[src/rtl/div_pkg.sv]
// Shared definitions for the sequential divider: FSM state encoding and widths.
package div_pkg;

    localparam int DIV_W     = 32;
    localparam int DIV_CNT_W = 6;

    typedef enum logic [1:0] {
        IDLE = 2'b00,
        BUSY = 2'b01,
        DONE = 2'b10
    } div_state_t;

endpackage

[src/rtl/div_step.sv]
// One restoring shift-subtract iteration: the dividend bits are shifted out of
// quot_in into the partial remainder while quotient bits are shifted in.
module div_step #(
    parameter int DIV_W = 32
) (
    input  logic [DIV_W-1:0] rem_in,
    input  logic [DIV_W-1:0] quot_in,
    input  logic [DIV_W-1:0] divisor,
    output logic [DIV_W-1:0] rem_out,
    output logic [DIV_W-1:0] quot_out
);

    logic [DIV_W:0]   shifted;
    logic [DIV_W-1:0] diff;

    // NOTE: every branch assigns every output, so this stays pure logic (no latch).
    always_comb begin
        shifted = {rem_in, quot_in[DIV_W-1]};
        // When the subtraction succeeds the result is below the divisor, so DIV_W bits suffice.
        diff    = shifted[DIV_W-1:0] - divisor;
        if (shifted >= {1'b0, divisor}) begin
            rem_out  = diff;
            quot_out = {quot_in[DIV_W-2:0], 1'b1};
        end else begin
            rem_out  = shifted[DIV_W-1:0];
            quot_out = {quot_in[DIV_W-2:0], 1'b0};
        end
    end

endmodule

[src/rtl/div_seq_ctrl.sv]
// Multi-cycle DIV/DIVU unit with EX-stall control; define DIV_EARLY_OUT_EN to
// finish divide-by-zero and |dividend| < |divisor| in a single cycle.
module div_seq_ctrl
    import div_pkg::*;
#(
    parameter int DIV_W = 32
) (
    input  logic             clk,
    input  logic             reset,
    input  logic             es_div_req,
    input  logic             es_div_signed,
    input  logic [DIV_W-1:0] es_div_src1,
    input  logic [DIV_W-1:0] es_div_src2,
    input  logic             ms_allowin,
    input  logic             flush,
    output logic             div_stop,
    output logic             div_busy,
    output logic             div_done,
    output logic [DIV_W-1:0] div_quot,
    output logic [DIV_W-1:0] div_rem
);

    div_state_t           state;
    logic [DIV_CNT_W-1:0] cnt;
    logic [DIV_W-1:0]     part_rem, part_quot, divisor_mag;
    logic                 quot_neg, rem_neg;
    logic [DIV_W-1:0]     step_rem, step_quot;

    logic             src1_neg, src2_neg;
    logic [DIV_W-1:0] src1_mag, src2_mag;

    assign src1_neg = es_div_signed & es_div_src1[DIV_W-1];
    assign src2_neg = es_div_signed & es_div_src2[DIV_W-1];
    assign src1_mag = src1_neg ? -es_div_src1 : es_div_src1;
    assign src2_mag = src2_neg ? -es_div_src2 : es_div_src2;

`ifdef DIV_EARLY_OUT_EN
    logic             early_out;
    logic [DIV_W-1:0] early_quot;
    // Divide-by-zero gives an all-ones magnitude, which sign-fixes to +1 when the signs differ.
    assign early_out  = (src2_mag == '0) || (src1_mag < src2_mag);
    assign early_quot = (src2_mag != '0) ? '0 : ((src1_neg ^ src2_neg) ? DIV_W'(1) : '1);
`else
    logic             early_out;
    logic [DIV_W-1:0] early_quot;
    assign early_out  = 1'b0;
    assign early_quot = '0;
`endif

    div_step #(.DIV_W(DIV_W)) u_step (
        .rem_in  (part_rem),
        .quot_in (part_quot),
        .divisor (divisor_mag),
        .rem_out (step_rem),
        .quot_out(step_quot)
    );

    assign div_stop = !reset && !flush &&
                      (((state == IDLE) && es_div_req) || (state == BUSY));

    // NOTE: non-blocking assignments so every register sees pre-edge values of the others.
    always_ff @(posedge clk or posedge reset) begin
        if (reset) begin
            state       <= IDLE;
            cnt         <= '0;
            part_rem    <= '0;
            part_quot   <= '0;
            divisor_mag <= '0;
            quot_neg    <= 1'b0;
            rem_neg     <= 1'b0;
            div_quot    <= '0;
            div_rem     <= '0;
            div_busy    <= 1'b0;
            div_done    <= 1'b0;
        end else if (flush) begin
            state    <= IDLE;
            div_busy <= 1'b0;
            div_done <= 1'b0;
        end else begin
            case (state)
                IDLE: begin
                    if (es_div_req) begin
                        quot_neg <= src1_neg ^ src2_neg;
                        rem_neg  <= src1_neg;
                        if (early_out) begin
                            state    <= DONE;
                            div_done <= 1'b1;
                            div_quot <= early_quot;
                            div_rem  <= es_div_src1;
                        end else begin
                            state       <= BUSY;
                            div_busy    <= 1'b1;
                            part_rem    <= '0;
                            part_quot   <= src1_mag;
                            divisor_mag <= src2_mag;
                            cnt         <= DIV_CNT_W'(DIV_W - 1);
                        end
                    end
                end
                BUSY: begin
                    part_rem  <= step_rem;
                    part_quot <= step_quot;
                    if (cnt == '0) begin
                        state    <= DONE;
                        div_busy <= 1'b0;
                        div_done <= 1'b1;
                        div_quot <= quot_neg ? -step_quot : step_quot;
                        div_rem  <= rem_neg ? -step_rem : step_rem;
                    end else begin
                        cnt <= cnt - 1'b1;
                    end
                end
                DONE: begin
                    if (ms_allowin) begin
                        state    <= IDLE;
                        div_done <= 1'b0;
                    end
                end
                default: begin
                    state    <= IDLE;
                    div_busy <= 1'b0;
                    div_done <= 1'b0;
                end
            endcase
        end
    end

endmodule

[config.mk]
export PLATFORM = sky130hd
export DESIGN_NAME = div_seq_ctrl
export DESIGN_NICKNAME = d
export VERILOG_FILES = /design/src/rtl/div_pkg.sv /design/src/rtl/div_step.sv /design/src/rtl/div_seq_ctrl.sv
export SDC_FILE = /design/constraint.sdc
export NUM_CORES = 1
export LEC_CHECK = 0
export BUFFER_PORTS_ARGS = -buffer_cell sky130_fd_sc_hd__buf_2
export CAP_MARGIN = 20
export CELL_PAD_IN_SITES_DETAIL_PLACEMENT = 0
export CELL_PAD_IN_SITES_GLOBAL_PLACEMENT = 1
export CORE_MARGIN = 1
export CORE_UTILIZATION = 45
export CTS_CLUSTER_DIAMETER = 60
export DETAILED_ROUTE_END_ITERATION = 10
export PLACE_DENSITY = 0.8
export SLEW_MARGIN = 0
export SYNTH_ARGS = -nofsm -noshare
export SYNTH_HDL_FRONTEND = slang
export SYNTH_HIERARCHICAL = 1
export SYNTH_SLANG_ARGS = --single-unit
export TNS_END_PERCENT = 100
[constraint.sdc]
create_clock -name clk -period 6.5 [get_ports clk]
set_input_delay 0.975 -clock clk [delete_from_list [all_inputs] [get_ports clk]]
set_output_delay 0.975 -clock clk [all_outputs]
set_load 0.01 [all_outputs]
==> results.yml, run 1 <==
status:
  status: "finished, final reports clean"
sta:
  rsz0062_at_grt: "no"
  setup_violations: 0
  period_share_pct: 85.9
  hold_violations: 0
  tns_ns: 0
  worst_slack_ns: 0.918
  finalClockSkew_ns: 0.0159
  worst_pin_slew_ns: 1.06
  max_freq_ghz: 0.179
  period_needed_ns: 5.58
  relSlewSlack_pct: 29.3
  report.final.slew_viol_count: 0
logic_synthesis:
  syn-num-nets: 1519
  synth_ff_type: "dfrtp_1"
  synth-edff-count: 0
  synth_seq_cells: 172
  synth_top_cell_area_share_pct: 36.5
  ys_async_sr_fraction_pct: 100
  synth.most_common_cell: "nand2_1"
  netlist_area_um2: 11800
  ys_types: 73
  yosysWarnings: 6
  ys_seq_area_share_pct: 36.5
  synth.avg_cell_area_um2: 8.36
  synth_common_cells: "nand2_1, o21ai_0, dfrtp_1"
  yosys.area.top_type: "dfrtp_1"
  syn_inst: 1410
  synthTopCellsByArea: "dfrtp_1, o21ai_0, nand2_1"
finish:
  final_area_um2: 13100
  nets: 1577
  diodes: 0
  drive_gt1_share_pct: 16.4
  fill_cells: 2479
  areaGrowthSynthToFinish_pct: 10.7
setup_path:
  reg2reg_slack_ns: 0.92
  startpoint_type: "flip-flop"
  reg2reg_depth: 16
  crit_type: "flip-flop to flip-flop"
  setup.worst_path.end: "div_rem[25]"
  arrival_ns: 5.87
  reg2reg_to: "div_rem[25]"
  critPathLaunch: "part_rem[9]"
  critical_path_required_ns: 6.79
  crit_fanout: 31
  r2r-start: "part_rem[9]"
  cp-end-kind: "flip-flop"
route:
  ant_nets: 0
  drc: 0
  wl_per_cell_um: 16.7
  drt-met1-wl_um: 15700
  drt_iter0_drc: 694
  route.met3.wl_um: 1370
  wl_met2_um: 12900
  drt-pass1-iter-count: 5
  route.top_layer_used: "met4"
  finalWirelength_um: 30300
  route.vias.total: 9973
  vias_per_cell: 5.51
global_routing:
  antenna_found_initial: 0
  grt_max_degree: 107
  grt_pass1_vias: 9221
  grt_pass1_wl_um: 48900
  grt-ovfl-total: 0
  grt.total_usage_pct: 23.1
hold_path:
  holdPathStages: 2
  hold_path_class: "flip-flop to flip-flop"
clock_network:
  cts_tree: "done"
  cts_made_buffers: 17
  htree_levels: 4
  clockBufferDepth: 2
  clkLatencyLatePin_ns: 0.44
  cts_setup_buffers: 0
  clock-root-buffer: "clkbuf_16"
  post_cts_resized: 0
  hold_buffers: 0
  clock-sinks: 172
  clkTransAtPathRegs_ns: 0.07
die:
  boundaryPins: 137
  fp.dieH_um: 164
  fp.dieW_um: 164
  initial_core_util_pct: 46.3
  core_area_um2: 25500
  rows: 58
  die_area_um2: 26900
placement:
  place_congestion: 0.915
  portBuffers: 136
  dp_hpwl_um: 22900
  placed_area_um2: 12400
  pre_cts_ws_ns: 0.978
pwr:
  power_density_nw_per_um2: 400
  p_leak_nw: 5.91
  ir_drop_mv: 0.194
run:
  drv_cap: 0
[where the power goes]
group | switching, mW | internal (mW) | leakage, nW
combinational | 1.69 | 1.07 | 3.50
sequential | 0.187 | 1.25 | 2.11
clock | 0.508 | 0.519 | 0.289
[per-stage QoR]
stage               hold slack [ns]  util, %  power [mW]  cells
finish                        0.474     51.3        5.22   1811
global route                  0.502     51.3        5.60   1811
CTS                           0.483     51.1        5.22   1809
detailed placement            0.465     48.8        4.18   1777
global placement              0.455     48.8        4.14   1777
floorplan                     0.449        -        3.54   1410
[layout make-up]
type / count / area [µm²] / share of cell area [%]
inverters: 58 / 223 / 1.71
repair buffers: 144 / 758 / 5.81
clock buffers: 17 / 425 / 3.26
clock inverters: 15 / 173 / 1.32
multi-input cells: 1075 / 6760 / 51.8
flip-flops and latches: 172 / 4300 / 33.0
well taps: 330 / 413 / 3.16
[cell usage in the layout, fill, tap and decap left out, drive strengths merged, types with 17 or more instances in the layout]
cell type,count
nand2,233
o21ai,187
dfrtp,172
buf,144
nor2,99
xor2,94
a21oi,71
inv,65
xnor2,53
ha,38
o31ai,34
mux2,29
nand3,23
nor3,19
o41ai,19
clkbuf,17
[registers in the layout, indices dropped and copies added, names as in the netlist]
signal,count
cnt,6
div_quot,32
part_rem,32
div_busy,1
divisor_mag,32
state,2
div_done,1
rem_neg,1
part_quot,32
quot_neg,1
div_rem,32
[kinds of logic after synthesis]
group,Yosys count,share of synthesized area (%)
adder cells (fa/ha/maj),39,4.20
buffers and inverters,163,6.41
flip-flops,172,36.5
multiplexers,36,3.65
XOR/XNOR,147,10.9
AND/OR/NAND/NOR,469,18.4
AO/OA/AOI/OAI,384,19.9
[how the worst min path moves through the flow]
stage / from / to / slack [ns]
2_1_floorplan: part_quot[31] / part_quot[31] / 0.45
3_3_place_gp: div_quot[6] / div_quot[6] / 0.46
3_5_place_dp: div_quot[24] / div_quot[24] / 0.46
4_1_cts: div_rem[20] / div_rem[20] / 0.48
5_1_grt: divisor_mag[29] / divisor_mag[29] / 0.50
6_report: div_rem[20] / div_rem[20] / 0.47
[worst max-delay path, cell delays in order (launching register included)]
cell      delay (ns)
dfrtp_1         0.40
ha_1            0.43
nand4_1         0.21
nor3_1          0.34
o211ai_1        0.19
nor4b_4         0.18
o21ai_2         0.18
a31oi_4         0.13
o21a_4          0.26
inv_2           0.58
mux2_2          0.44
or3_1           0.45
nand4b_1        0.56
or3_1           0.58
o31ai_1         0.25
xor2_1          0.17
o21ai_1         0.07
[layer usage]
metal  global-route usage [%]  up-vias
met4                     6.31        0
li1                         -     5006
met2                     33.7      234
met5                        0        -
met3                     3.36       25
met1                     35.2     4708
No activity file was read; power rests on OpenSTA's default activity.
==> run 2, diff against run 1 <==
Settings changed: ABC_AREA set to 1, CORE_UTILIZATION 45 to 43, PLACE_DENSITY 0.8 to 0.81.
==> results.yml, run 2 <==
status:
  status: "finished, final reports clean"
logic_synthesis:
  synth_top_cell_area_share_pct: 31.1
  yosysWarnings: 6
  ys_async_sr_fraction_pct: 100
  yosys.area.top_type: "dfrtp_1"
  synth_seq_cells: 172
  synth.avg_cell_area_um2: 6.25
  synth_common_cells: "nand2_1, inv_1, nand3_1"
  syn_inst: 2218
  synth_ff_type: "dfrtp_1"
  netlist_area_um2: 13900
  syn-num-nets: 2327
  synth-edff-count: 0
  synthTopCellsByArea: "dfrtp_1, nand2_1, nand3_1"
  ys_types: 42
  ys_seq_area_share_pct: 31.1
  synth.most_common_cell: "nand2_1"
clock_network:
  hold_buffers: 0
  clock-root-buffer: "clkbuf_16"
  clkLatencyLatePin_ns: 0.45
  cts_made_buffers: 17
  cts_tree: "done"
  clockBufferDepth: 2
  cts_setup_buffers: 0
  clkTransAtPathRegs_ns: 0.07
  htree_levels: 4
  post_cts_resized: 0
  clock-sinks: 172
sta:
  max_freq_ghz: 0.239
  worst_slack_ns: 2.31
  setup_violations: 0
  hold_violations: 0
  tns_ns: 0
  period_share_pct: 64.5
  relSlewSlack_pct: 35.9
  finalClockSkew_ns: 0.0157
  rsz0062_at_grt: "no"
  period_needed_ns: 4.19
  report.final.slew_viol_count: 0
  worst_pin_slew_ns: 0.961
pwr:
  ir_drop_mv: 0.374
  power_density_nw_per_um2: 448
  p_leak_nw: 8.38
setup_path:
  reg2reg_slack_ns: 2.31
  reg2reg_depth: 18
  crit_type: "flip-flop to flip-flop"
  cp-end-kind: "flip-flop"
  crit_fanout: 35
  arrival_ns: 4.52
  critical_path_required_ns: 6.83
  reg2reg_to: "div_quot[28]"
  startpoint_type: "flip-flop"
  r2r-start: "part_rem[13]"
placement:
  place_congestion: 0.952
  dp_hpwl_um: 35400
  pre_cts_ws_ns: 2.39
  placed_area_um2: 14500
  portBuffers: 136
  dpl.cell_count: 2667
global_routing:
  grt-ovfl-total: 0
  grt_pass1_wl_um: 73000
  grt_max_degree: 76
  grt_pass1_vias: 13000
  antenna_found_initial: 0
  grt.total_usage_pct: 28.4
finish:
  diodes: 0
  layout_common_cells: "nand2_1, inv_1, nand3_1"
  nets: 2393
  final_common_cell: "nand2_1"
  drive_gt1_share_pct: 9.62
  final_area_um2: 15200
  fill_cells: 3344
  areaGrowthSynthToFinish_pct: 9.45
  finalNonFillerCells: 2699
die:
  boundaryPins: 137
  fp.dieH_um: 182
  rows: 65
  initial_core_util_pct: 43.8
  fp.dieW_um: 182
  die_area_um2: 32900
  core_area_um2: 31600
route:
  drc: 0
  wl_per_cell_um: 16.9
  finalWirelength_um: 45600
  ant_nets: 0
  route.vias.total: 14100
  drt-pass1-iter-count: 6
  drt_iter0_drc: 1252
  vias_per_cell: 5.24
hold_path:
  min_to: "div_quot[29]"
  holdPathStages: 2
  hold_path_class: "flip-flop to flip-flop"
  min_from: "div_quot[29]"
run:
  drv_cap: 0
==> run 2: routing by layer <==
layer / global-route usage [%] / vias to the layer above / wire length, µm
li1: - / 7117 / -
met1: 42.1 / 6575 / 22600
met2: 44.3 / 412 / 19900
met3: 2.73 / 36 / 2350
met4: 6.85 / 0 / 675
met5: 0 / - / 0
==> run 2: cell type report <==
type	instances	area (µm²)	share of cell area [%]
clock buffer	19	443	2.92
clock inverter	13	179	1.18
inverter	302	1140	7.51
multi-input combinational	1645	7840	51.7
sequential	172	4300	28.4
tap	402	503	3.32
timing repair buffer	146	756	4.98
==> run 2: cell families (layout without fill, tap and decap cells) <==
| kind of cell | Yosys count | count (layout) | share of synthesized area (%) |
|---|---|---|---|
| AO/OA/AOI/OAI | 223 | 223 | 9.12 |
| XOR/XNOR | 47 | 47 | 2.97 |
| adder cells (fa/ha/maj) | 39 | 39 | 3.58 |
| buffers and inverters | 401 | 480 | 12.3 |
| flip-flops | 172 | 172 | 31.1 |
| multiplexers | 1 | 1 | 0.0813 |
| AND/OR/NAND/NOR | 1335 | 1335 | 40.9 |
==> run 2: report_power, final <==
group	internal, mW	switching [mW]
Sequential	1.28	0.227
Clock	0.626	0.486
Combinational	1.22	2.96
Total	3.12	3.67
==> run 2: how the worst max path moves through the flow <==
stage            startpoint            to  slack [ns]  depth (start not counted)
2_1_floorplan         reset        cnt[0]        0.86                          1
3_3_place_gp   part_rem[13]  div_quot[28]        2.50                         18
3_5_place_dp   part_rem[13]  div_quot[28]        2.39                         18
4_1_cts        part_rem[13]  div_quot[28]        2.37                         19
5_1_grt        part_rem[26]  div_quot[28]        2.01                         19
6_report       part_rem[13]  div_quot[28]        2.31                         18
==> run 2: worst max-delay path, stage by stage, from the launching register on <==
cell and delay, ns:
dfrtp_1 0.45, ha_1 0.42, nand2_1 0.14, nor2_1 0.11, nand2_1 0.10, nor2_2 0.05
nand2_1 0.06, nand2_1 0.08, nor2_4 0.68, nand2_8 0.30, inv_1 0.22, ha_1 0.20
nand3_1 0.13, nor2_2 0.30, nand2_1 0.16, nand2_1 0.33, nand4_1 0.13, nand3_1 0.12
nand2_1 0.06
==> run 2: metrics by stage <==
stage	power [mW]	utilization [%]	hold slack, ns
floorplan	4.61	-	0.449
global route	7.40	47.9	0.497
global placement	5.62	46.0	0.462
finish	6.80	47.9	0.474
CTS	6.76	47.9	0.481
detailed placement	5.62	46.0	0.461
